--- src/rtl/maj_tt_pkg.sv ---
// Shared constants, gate descriptor layout and FSM encoding for the MAJ3
// truth-table sweeper.
package maj_tt_pkg;

  localparam int NUM_IN      = 7;
  localparam int MAX_GATES   = 16;
  localparam int TT_W        = 1 << NUM_IN;
  localparam int NODE_W      = $clog2(1 + NUM_IN + MAX_GATES);
  localparam int ADDR_W      = $clog2(MAX_GATES);
  localparam int GCNT_W      = ADDR_W + 1;

  localparam int NODE_CONST0 = 0;
  localparam int NODE_IN0    = 1;
  localparam int NODE_GATE0  = NUM_IN + 1;

  typedef struct packed {
    logic              inv;
    logic [NODE_W-1:0] idx;
  } operand_t;

  // Operand 0 sits in the LSBs of the descriptor word.
  typedef struct packed {
    operand_t op2;
    operand_t op1;
    operand_t op0;
  } gate_desc_t;

  localparam int DESC_W = $bits(gate_desc_t);

  typedef enum logic [1:0] {
    ST_IDLE,
    ST_EVAL,
    ST_COMMIT,
    ST_FIN
  } state_t;

  // Value of a node for the current pattern. Gate nodes at or beyond
  // 'limit' have not been produced yet in this pattern and read as 0.
  function automatic logic node_value(
    input logic [NODE_W-1:0]    idx,
    input logic [NUM_IN-1:0]    pat,
    input logic [MAX_GATES-1:0] gate_val,
    input logic [GCNT_W-1:0]    limit
  );
    logic v;
    v = 1'b0;
    if (idx == NODE_W'(NODE_CONST0)) v = 1'b0;
    for (int i = 0; i < NUM_IN; i++) begin
      if (idx == NODE_W'(NODE_IN0 + i)) v = pat[i];
    end
    for (int k = 0; k < MAX_GATES; k++) begin
      if ((idx == NODE_W'(NODE_GATE0 + k)) && (GCNT_W'(k) < limit)) v = gate_val[k];
    end
    return v;
  endfunction

endpackage

--- src/rtl/maj_tt_opsel.sv ---
// Operand fetch for one gate: causality mask, per-operand inversion and the
// single shared MAJ3.
module maj_tt_opsel
  import maj_tt_pkg::*;
(
  input  gate_desc_t           desc,
  input  logic [NUM_IN-1:0]    pat,
  input  logic [MAX_GATES-1:0] gate_val,
  input  logic [GCNT_W-1:0]    limit,
  output logic                 maj
);

  logic a, b, c;

  always_comb begin
    a   = node_value(desc.op0.idx, pat, gate_val, limit) ^ desc.op0.inv;
    b   = node_value(desc.op1.idx, pat, gate_val, limit) ^ desc.op1.inv;
    c   = node_value(desc.op2.idx, pat, gate_val, limit) ^ desc.op2.inv;
    maj = (a & b) | (a & c) | (b & c);
  end

endmodule

--- src/rtl/maj_tt_sweeper.sv ---
// Serial truth-table extractor: evaluates a stored MAJ3 program one gate per
// clock for every input pattern and collects the selected node into tt.
module maj_tt_sweeper
  import maj_tt_pkg::*;
(
  input  logic              clk,
  input  logic              reset,
  input  logic              prog_we,
  input  logic [ADDR_W-1:0] prog_addr,
  input  logic [DESC_W-1:0] prog_data,
  input  logic [GCNT_W-1:0] num_gates,
  input  logic [NODE_W-1:0] out_sel,
  input  logic              out_inv,
  input  logic              start,
  output logic              busy,
  output logic              done,
  output logic              cfg_err,
  output logic [TT_W-1:0]   tt,
  output logic              tt_valid
);

  gate_desc_t prog_mem_q [MAX_GATES];

  state_t               state_q, state_d;
  logic                 busy_q, busy_d;
  logic                 done_q, done_d;
  logic                 cfg_err_q, cfg_err_d;
  logic [TT_W-1:0]      tt_q, tt_d;
  logic                 tt_valid_q, tt_valid_d;
  logic [GCNT_W-1:0]    num_q, num_d;
  logic [NODE_W-1:0]    sel_q, sel_d;
  logic                 inv_q, inv_d;
  logic [NUM_IN-1:0]    p_q, p_d;
  logic [ADDR_W-1:0]    g_q, g_d;
  logic [MAX_GATES-1:0] gate_val_q, gate_val_d;

  logic cfg_bad;
  logic gate_out;
  logic out_bit;

  // The program may only change between sweeps.
  always_ff @(posedge clk) begin
    if (prog_we && (state_q == ST_IDLE)) prog_mem_q[prog_addr] <= gate_desc_t'(prog_data);
  end

  maj_tt_opsel u_opsel (
    .desc     (prog_mem_q[g_q]),
    .pat      (p_q),
    .gate_val (gate_val_q),
    .limit    (GCNT_W'(g_q)),
    .maj      (gate_out)
  );

  assign cfg_bad = (num_gates == '0)
                || (num_gates > GCNT_W'(MAX_GATES))
                || ({1'b0, out_sel} > ((NODE_W+1)'(NUM_IN) + (NODE_W+1)'(num_gates)));

  // At COMMIT every gate below N holds this pattern's value.
  assign out_bit = node_value(sel_q, p_q, gate_val_q, num_q) ^ inv_q;

  always_comb begin
    state_d    = state_q;
    busy_d     = busy_q;
    done_d     = 1'b0;
    cfg_err_d  = cfg_err_q;
    tt_d       = tt_q;
    tt_valid_d = tt_valid_q;
    num_d      = num_q;
    sel_d      = sel_q;
    inv_d      = inv_q;
    p_d        = p_q;
    g_d        = g_q;
    gate_val_d = gate_val_q;
    case (state_q)
      ST_IDLE: begin
        if (start) begin
          if (cfg_bad) begin
            cfg_err_d = 1'b1;
          end else begin
            cfg_err_d  = 1'b0;
            tt_d       = '0;
            tt_valid_d = 1'b0;
            busy_d     = 1'b1;
            num_d      = num_gates;
            sel_d      = out_sel;
            inv_d      = out_inv;
            p_d        = '0;
            g_d        = '0;
            state_d    = ST_EVAL;
          end
        end
      end
      ST_EVAL: begin
        gate_val_d[g_q] = gate_out;
        if ({1'b0, g_q} == (num_q - GCNT_W'(1))) state_d = ST_COMMIT;
        else g_d = g_q + ADDR_W'(1);
      end
      ST_COMMIT: begin
        tt_d[p_q] = out_bit;
        g_d       = '0;
        if (p_q == '1) begin
          state_d = ST_FIN;
        end else begin
          p_d     = p_q + NUM_IN'(1);
          state_d = ST_EVAL;
        end
      end
      ST_FIN: begin
        done_d     = 1'b1;
        busy_d     = 1'b0;
        tt_valid_d = 1'b1;
        state_d    = ST_IDLE;
      end
      default: state_d = ST_IDLE;
    endcase
  end

  always_ff @(posedge clk or posedge reset) begin
    if (reset) begin
      state_q    <= ST_IDLE;
      busy_q     <= 1'b0;
      done_q     <= 1'b0;
      cfg_err_q  <= 1'b0;
      tt_q       <= '0;
      tt_valid_q <= 1'b0;
      num_q      <= '0;
      sel_q      <= '0;
      inv_q      <= 1'b0;
      p_q        <= '0;
      g_q        <= '0;
      gate_val_q <= '0;
    end else begin
      state_q    <= state_d;
      busy_q     <= busy_d;
      done_q     <= done_d;
      cfg_err_q  <= cfg_err_d;
      tt_q       <= tt_d;
      tt_valid_q <= tt_valid_d;
      num_q      <= num_d;
      sel_q      <= sel_d;
      inv_q      <= inv_d;
      p_q        <= p_d;
      g_q        <= g_d;
      gate_val_q <= gate_val_d;
    end
  end

  assign busy     = busy_q;
  assign done     = done_q;
  assign cfg_err  = cfg_err_q;
  assign tt       = tt_q;
  assign tt_valid = tt_valid_q;

endmodule
--- config.mk ---
export PLATFORM = sky130hd
export DESIGN_NAME = maj_tt_sweeper
export DESIGN_NICKNAME = d
export VERILOG_FILES = /design/src/rtl/maj_tt_pkg.sv /design/src/rtl/maj_tt_opsel.sv /design/src/rtl/maj_tt_sweeper.sv
export SDC_FILE = /design/constraint.sdc
export NUM_CORES = 1
export LEC_CHECK = 0
export CORE_ASPECT_RATIO = 0.8
export CORE_MARGIN = 3
export CORE_UTILIZATION = 35
export CTS_CLUSTER_DIAMETER = 80
export CTS_CLUSTER_SIZE = 24
export DETAILED_ROUTE_END_ITERATION = 7
export SKIP_CTS_REPAIR_TIMING = 1
export SLEW_MARGIN = 20
export SYNTH_ARGS = -nofsm -noshare
export SYNTH_HDL_FRONTEND = slang
export SYNTH_HIERARCHICAL = 1
export SYNTH_SLANG_ARGS = --single-unit
--- constraint.sdc ---
create_clock -name clk -period 5 [get_ports clk]
set_clock_uncertainty 0.05 [all_clocks]
set_input_delay 0.75 -clock clk [delete_from_list [all_inputs] [get_ports clk]]
set_output_delay 0.75 -clock clk [all_outputs]
set_load 0.01 [all_outputs]
==> summary.md <==
| Metric | Value |
|---|---|
| Critical Path AT | 5.07 ns |
| Global placer's final weighted congestion | 0.867 |
| Worst Hold Endpoint | tt_valid |
| Max-cap violations | 0 |
| Clock Latency Late Sink | 0.64 ns |
| Synth top area cells | edfxtp_1, dfrtp_1, mux4_2 |
| Fmax | 216 MHz |
| Ys flop type | edfxtp_1 |
| Synth Area in Compound Gates | 16.8% |
| Crit path time final | 4.63 ns |
| TritonCTS Buffers | 30 |
| Reg2reg start | g_q[0] |
| Number of synthesized flops with an enable pin | 288 |
| Synthesis Warnings | 6 |
| Starting DRT DRC Count | 2003 |
| WS Path Type | reg2reg |
| Switching share of power | 44.8% |
| Final Max Slew Viols | 0 |
| Int Pwr | 7.79 mW |
| Synth area leader | edfxtp_1 |
| # IOs | 169 |
| Antenna-violating nets left | 0 |
| Clock slew at reported path FFs | 0.09 ns |
| Mux contribution to synthesized area | 10.7% |
| Fillers | 5940 |
| Status | finished clean |
| WL/cell | 26.7 microns |
| TritonCTS Sinks | 460 |
| Die Y | 236 microns |
| Final setup violation count | 0 |
| Seq/Total Area, Yosys | 56.0% |
| Netlist cell types | 82 |
| Adder-Cell Fraction of Synth Area | 0.752% |
| Total power | 14.1 mW |
| Critical Path Source Type | flip-flop |
| Async S/R FF share, synth | 37.4% |
| Tcrit/Tclk final | 92.6% |
| Worst Tran Pin Value | 1.13 ns |
| Cell area after layout | 0.0268 sq mm |
| Hold path depth | 1 |
| Clock buffer depth | 3 |
| Crit-path max FO | 18 |
| Sequential power share | 35.3% |
| Area grow syn2layout | 15.8% |
| H-tree depth | 1 |
| Gate power share | 45.5% |
| Clock power share | 19.2% |
| Crit. End Element | flip-flop |
| Std-Cell Rows | 83 |
| Residual DRC | 0 |
| Largest net degree at the start of global routing | 145 |
| Die W | 293 microns |
| Post-DP HPWL | 45.6 mm |
| Final wirelength | 74.0 mm |
| Max VDD drop | 0.000892 V |
| XOR/XNOR share of the synthesized area | 0.531% |
| Slew headroom | 24.6% |
| Drt pass-1 iters | 5 |
| Clk root buf | clkbuf_16 |
| Total grt overflow | 0 |
| Via count | 17600 |
| CTS tree | built |
| CP max stage delay | 0.71 ns |
| Final TNS setup | 0 ns |
| Crit-path cells | buf_12, mux4_2, mux4_2, mux2_2, a221oi_1, nor4_1, a22o_1, a311oi_1, a211oi_1, xor2_1, maj3_2, mux2_2 |
| Die footprint | 0.0692 sq mm |
| Reg-to-Reg End | gate_val_q[0] |
| P_sw | 6.31 mW |
| Type of the most critical hold path | reg2reg |
| IO buf count | 168 |
| Reg2Reg Setup Slack | 0.37 ns |
| Initial core utilization | 35.7% |
| R2R cell count | 12 |
| Layout Nets | 1950 |
| Fraction of layout cells with a size suffix above 1 | 15.8% |
| Req. time, crit path | 5.44 ns |
| Initial antenna violation count | 3 |
| Area of the mapped netlist | 0.0231 sq mm |
| Critical hold path startpoint | tt_valid |
| Core region area | 0.0648 sq mm |
| Slowest stage cell, crit path | dfrtp_4 |
| Mean Syn Cell Area | 12.6 sq um |
| Main combinational cell family by area after synthesis | compound AO/OA/AOI/OAI gates |
| First-pass GRT wire length | 112 mm |
| P per Cell Area | 527 mW/mm^2 |
| Cell count after synthesis | 1837 |
| Share of the synthesized area in the top cell type | 37.4% |
| Routed vias/inst | 6.36 |
| GR Util All Layers | 20.7% |
| Placed Area | 0.0257 sq mm |
| Synth Area in Simple Gates | 10.7% |
| Post-layout util | 41.3% |
| Synthesized flop and latch total | 460 |
| Final hold violations | 0 |
| P_leak | 8.76 nW |
| Vias in the first global route | 17000 |
| RSZ-0062 raised after global routing | no |
per-stage QoR:
step	hold WS [ns]	std cells	setup slack, ns
finish	0.451	2769	0.369
global route	0.468	2769	0.154
floorplan	0.452	1838	0.266
detailed placement	0.430	2717	0.260
CTS	0.452	2766	0.234
global placement	0.419	2717	0.279
power groups by stage:
| stage | Sequential, mW | Combinational [mW] | Clock, mW |
|---|---|---|---|
| 6_report | 4.98 | 6.42 | 2.70 |
| 5_1_grt | 5.03 | 6.86 | 2.89 |
| 4_1_cts | 5.01 | 6.25 | 2.76 |
| 3_5_place_dp | 5.09 | 6.23 | 0 |
| 3_3_place_gp | 5.08 | 6.16 | 0 |
| 2_1_floorplan | 4.55 | 4.84 | 0 |
worst max-delay path by stage:
stage,from,to,slack (ns),cells past startpoint
CTS,g_q[0],gate_val_q[15],0.23,11
detailed placement,g_q[0],gate_val_q[0],0.26,11
finish,g_q[0],gate_val_q[0],0.37,12
floorplan,g_q[0],gate_val_q[4],0.27,15
global route,g_q[0],gate_val_q[0],0.15,12
global placement,g_q[0],gate_val_q[0],0.28,11
synthesized netlist by cell type, types with 5 or more instances:
cell / number
xor2_1: 7
nor3_2: 5
nand4_1: 136
mux4_2: 93
a31oi_1: 10
nor2_1: 80
mux2i_1: 7
ha_1: 13
nand2_1: 63
nor3b_1: 15
nand3_1: 12
xnor2_1: 7
nor2b_1: 15
mux2_2: 27
or3_1: 7
a22oi_1: 130
buf_6: 6
o31ai_1: 7
o21a_1: 5
a211o_1: 5
or2_2: 7
nand3b_1: 11
a31o_2: 5
dfrtp_1: 172
nand2b_1: 14
a21o_1: 5
a21oi_1: 150
and3_1: 6
edfxtp_1: 288
inv_1: 24
buf_1: 16
a311oi_1: 129
o211ai_1: 6
nor3_1: 39
a211oi_1: 10
nor4_1: 8
o21ai_0: 34
buf_4: 6
clkbuf_1: 112
buf_2: 69
critical path: cells and delay by family (launching register included):
family / cells / cell delay, ns
buffers and inverters: 1 / 0.25
AO/OA/AOI/OAI: 4 / 1.11
multiplexers: 4 / 1.65
XOR/XNOR: 1 / 0.17
adder cells (fa/ha/maj): 1 / 0.44
flip-flops: 1 / 0.71
AND/OR/NAND/NOR: 1 / 0.10
kinds of logic after synthesis:
group,count (synthesis)
multiplexers,127
flip-flops,460
XOR/XNOR,14
other,1
buffers and inverters,234
adder cells (fa/ha/maj),14
AND/OR/NAND/NOR,444
AO/OA/AOI/OAI,543
layer usage:
| metal | share of wire, % | wire, microns | GRT usage, % | up-vias |
|---|---|---|---|---|
| li1 | - | - | - | 7588 |
| met1 | 45 | 33300 | 30.9 | 9138 |
| met2 | 46 | 33900 | 31.3 | 763 |
| met3 | 6.0 | 4450 | 2.86 | 127 |
| met4 | 3.1 | 2320 | 6.27 | 2 |
| met5 | 0.023 | 17 | 0 | - |
final cells by class:
type | instances | area, sq um | share of cell area [%]
diodes | 2 | 5.00 | 0.0187
clock inverters | 19 | 272 | 1.01
inverters | 24 | 93.8 | 0.351
flip-flops and latches | 460 | 13000 | 48.4
well taps | 850 | 1060 | 3.97
multi-input cells | 1144 | 9280 | 34.7
repair buffers | 240 | 2330 | 8.72
clock buffers | 30 | 751 | 2.81
placed cells by master (no fill, tap or decap), types with 8 or more instances in the layout:
| cell | instances |
|---|---|
| nor2_2 | 11 |
| inv_1 | 23 |
| mux4_2 | 93 |
| a31oi_1 | 10 |
| nand2b_1 | 14 |
| nor3b_1 | 12 |
| a22oi_1 | 130 |
| buf_12 | 9 |
| nand3_1 | 12 |
| dfrtp_1 | 168 |
| nor4_1 | 8 |
| a311oi_1 | 129 |
| clkdlybuf4s50_1 | 168 |
| a21oi_1 | 150 |
| nor2_1 | 65 |
| edfxtp_1 | 288 |
| nand4_1 | 136 |
| nor3_2 | 12 |
| nand3b_1 | 11 |
| mux2_2 | 27 |
| nand2_1 | 63 |
| nor3_1 | 31 |
| buf_4 | 63 |
| o21ai_0 | 34 |
| nor2b_1 | 15 |
| ha_1 | 13 |
| clkbuf_16 | 30 |
| a211oi_1 | 10 |
state kept, by name, summed over array words and instances, names as in the netlist, 2 cells and up:
name	flops
g_q	4
gate_val_q	16
num_q	5
p_q	7
prog_mem_q	288
sel_q	5
state_q	2
tt	128
Note: power is estimated with default switching activity, not from simulation.
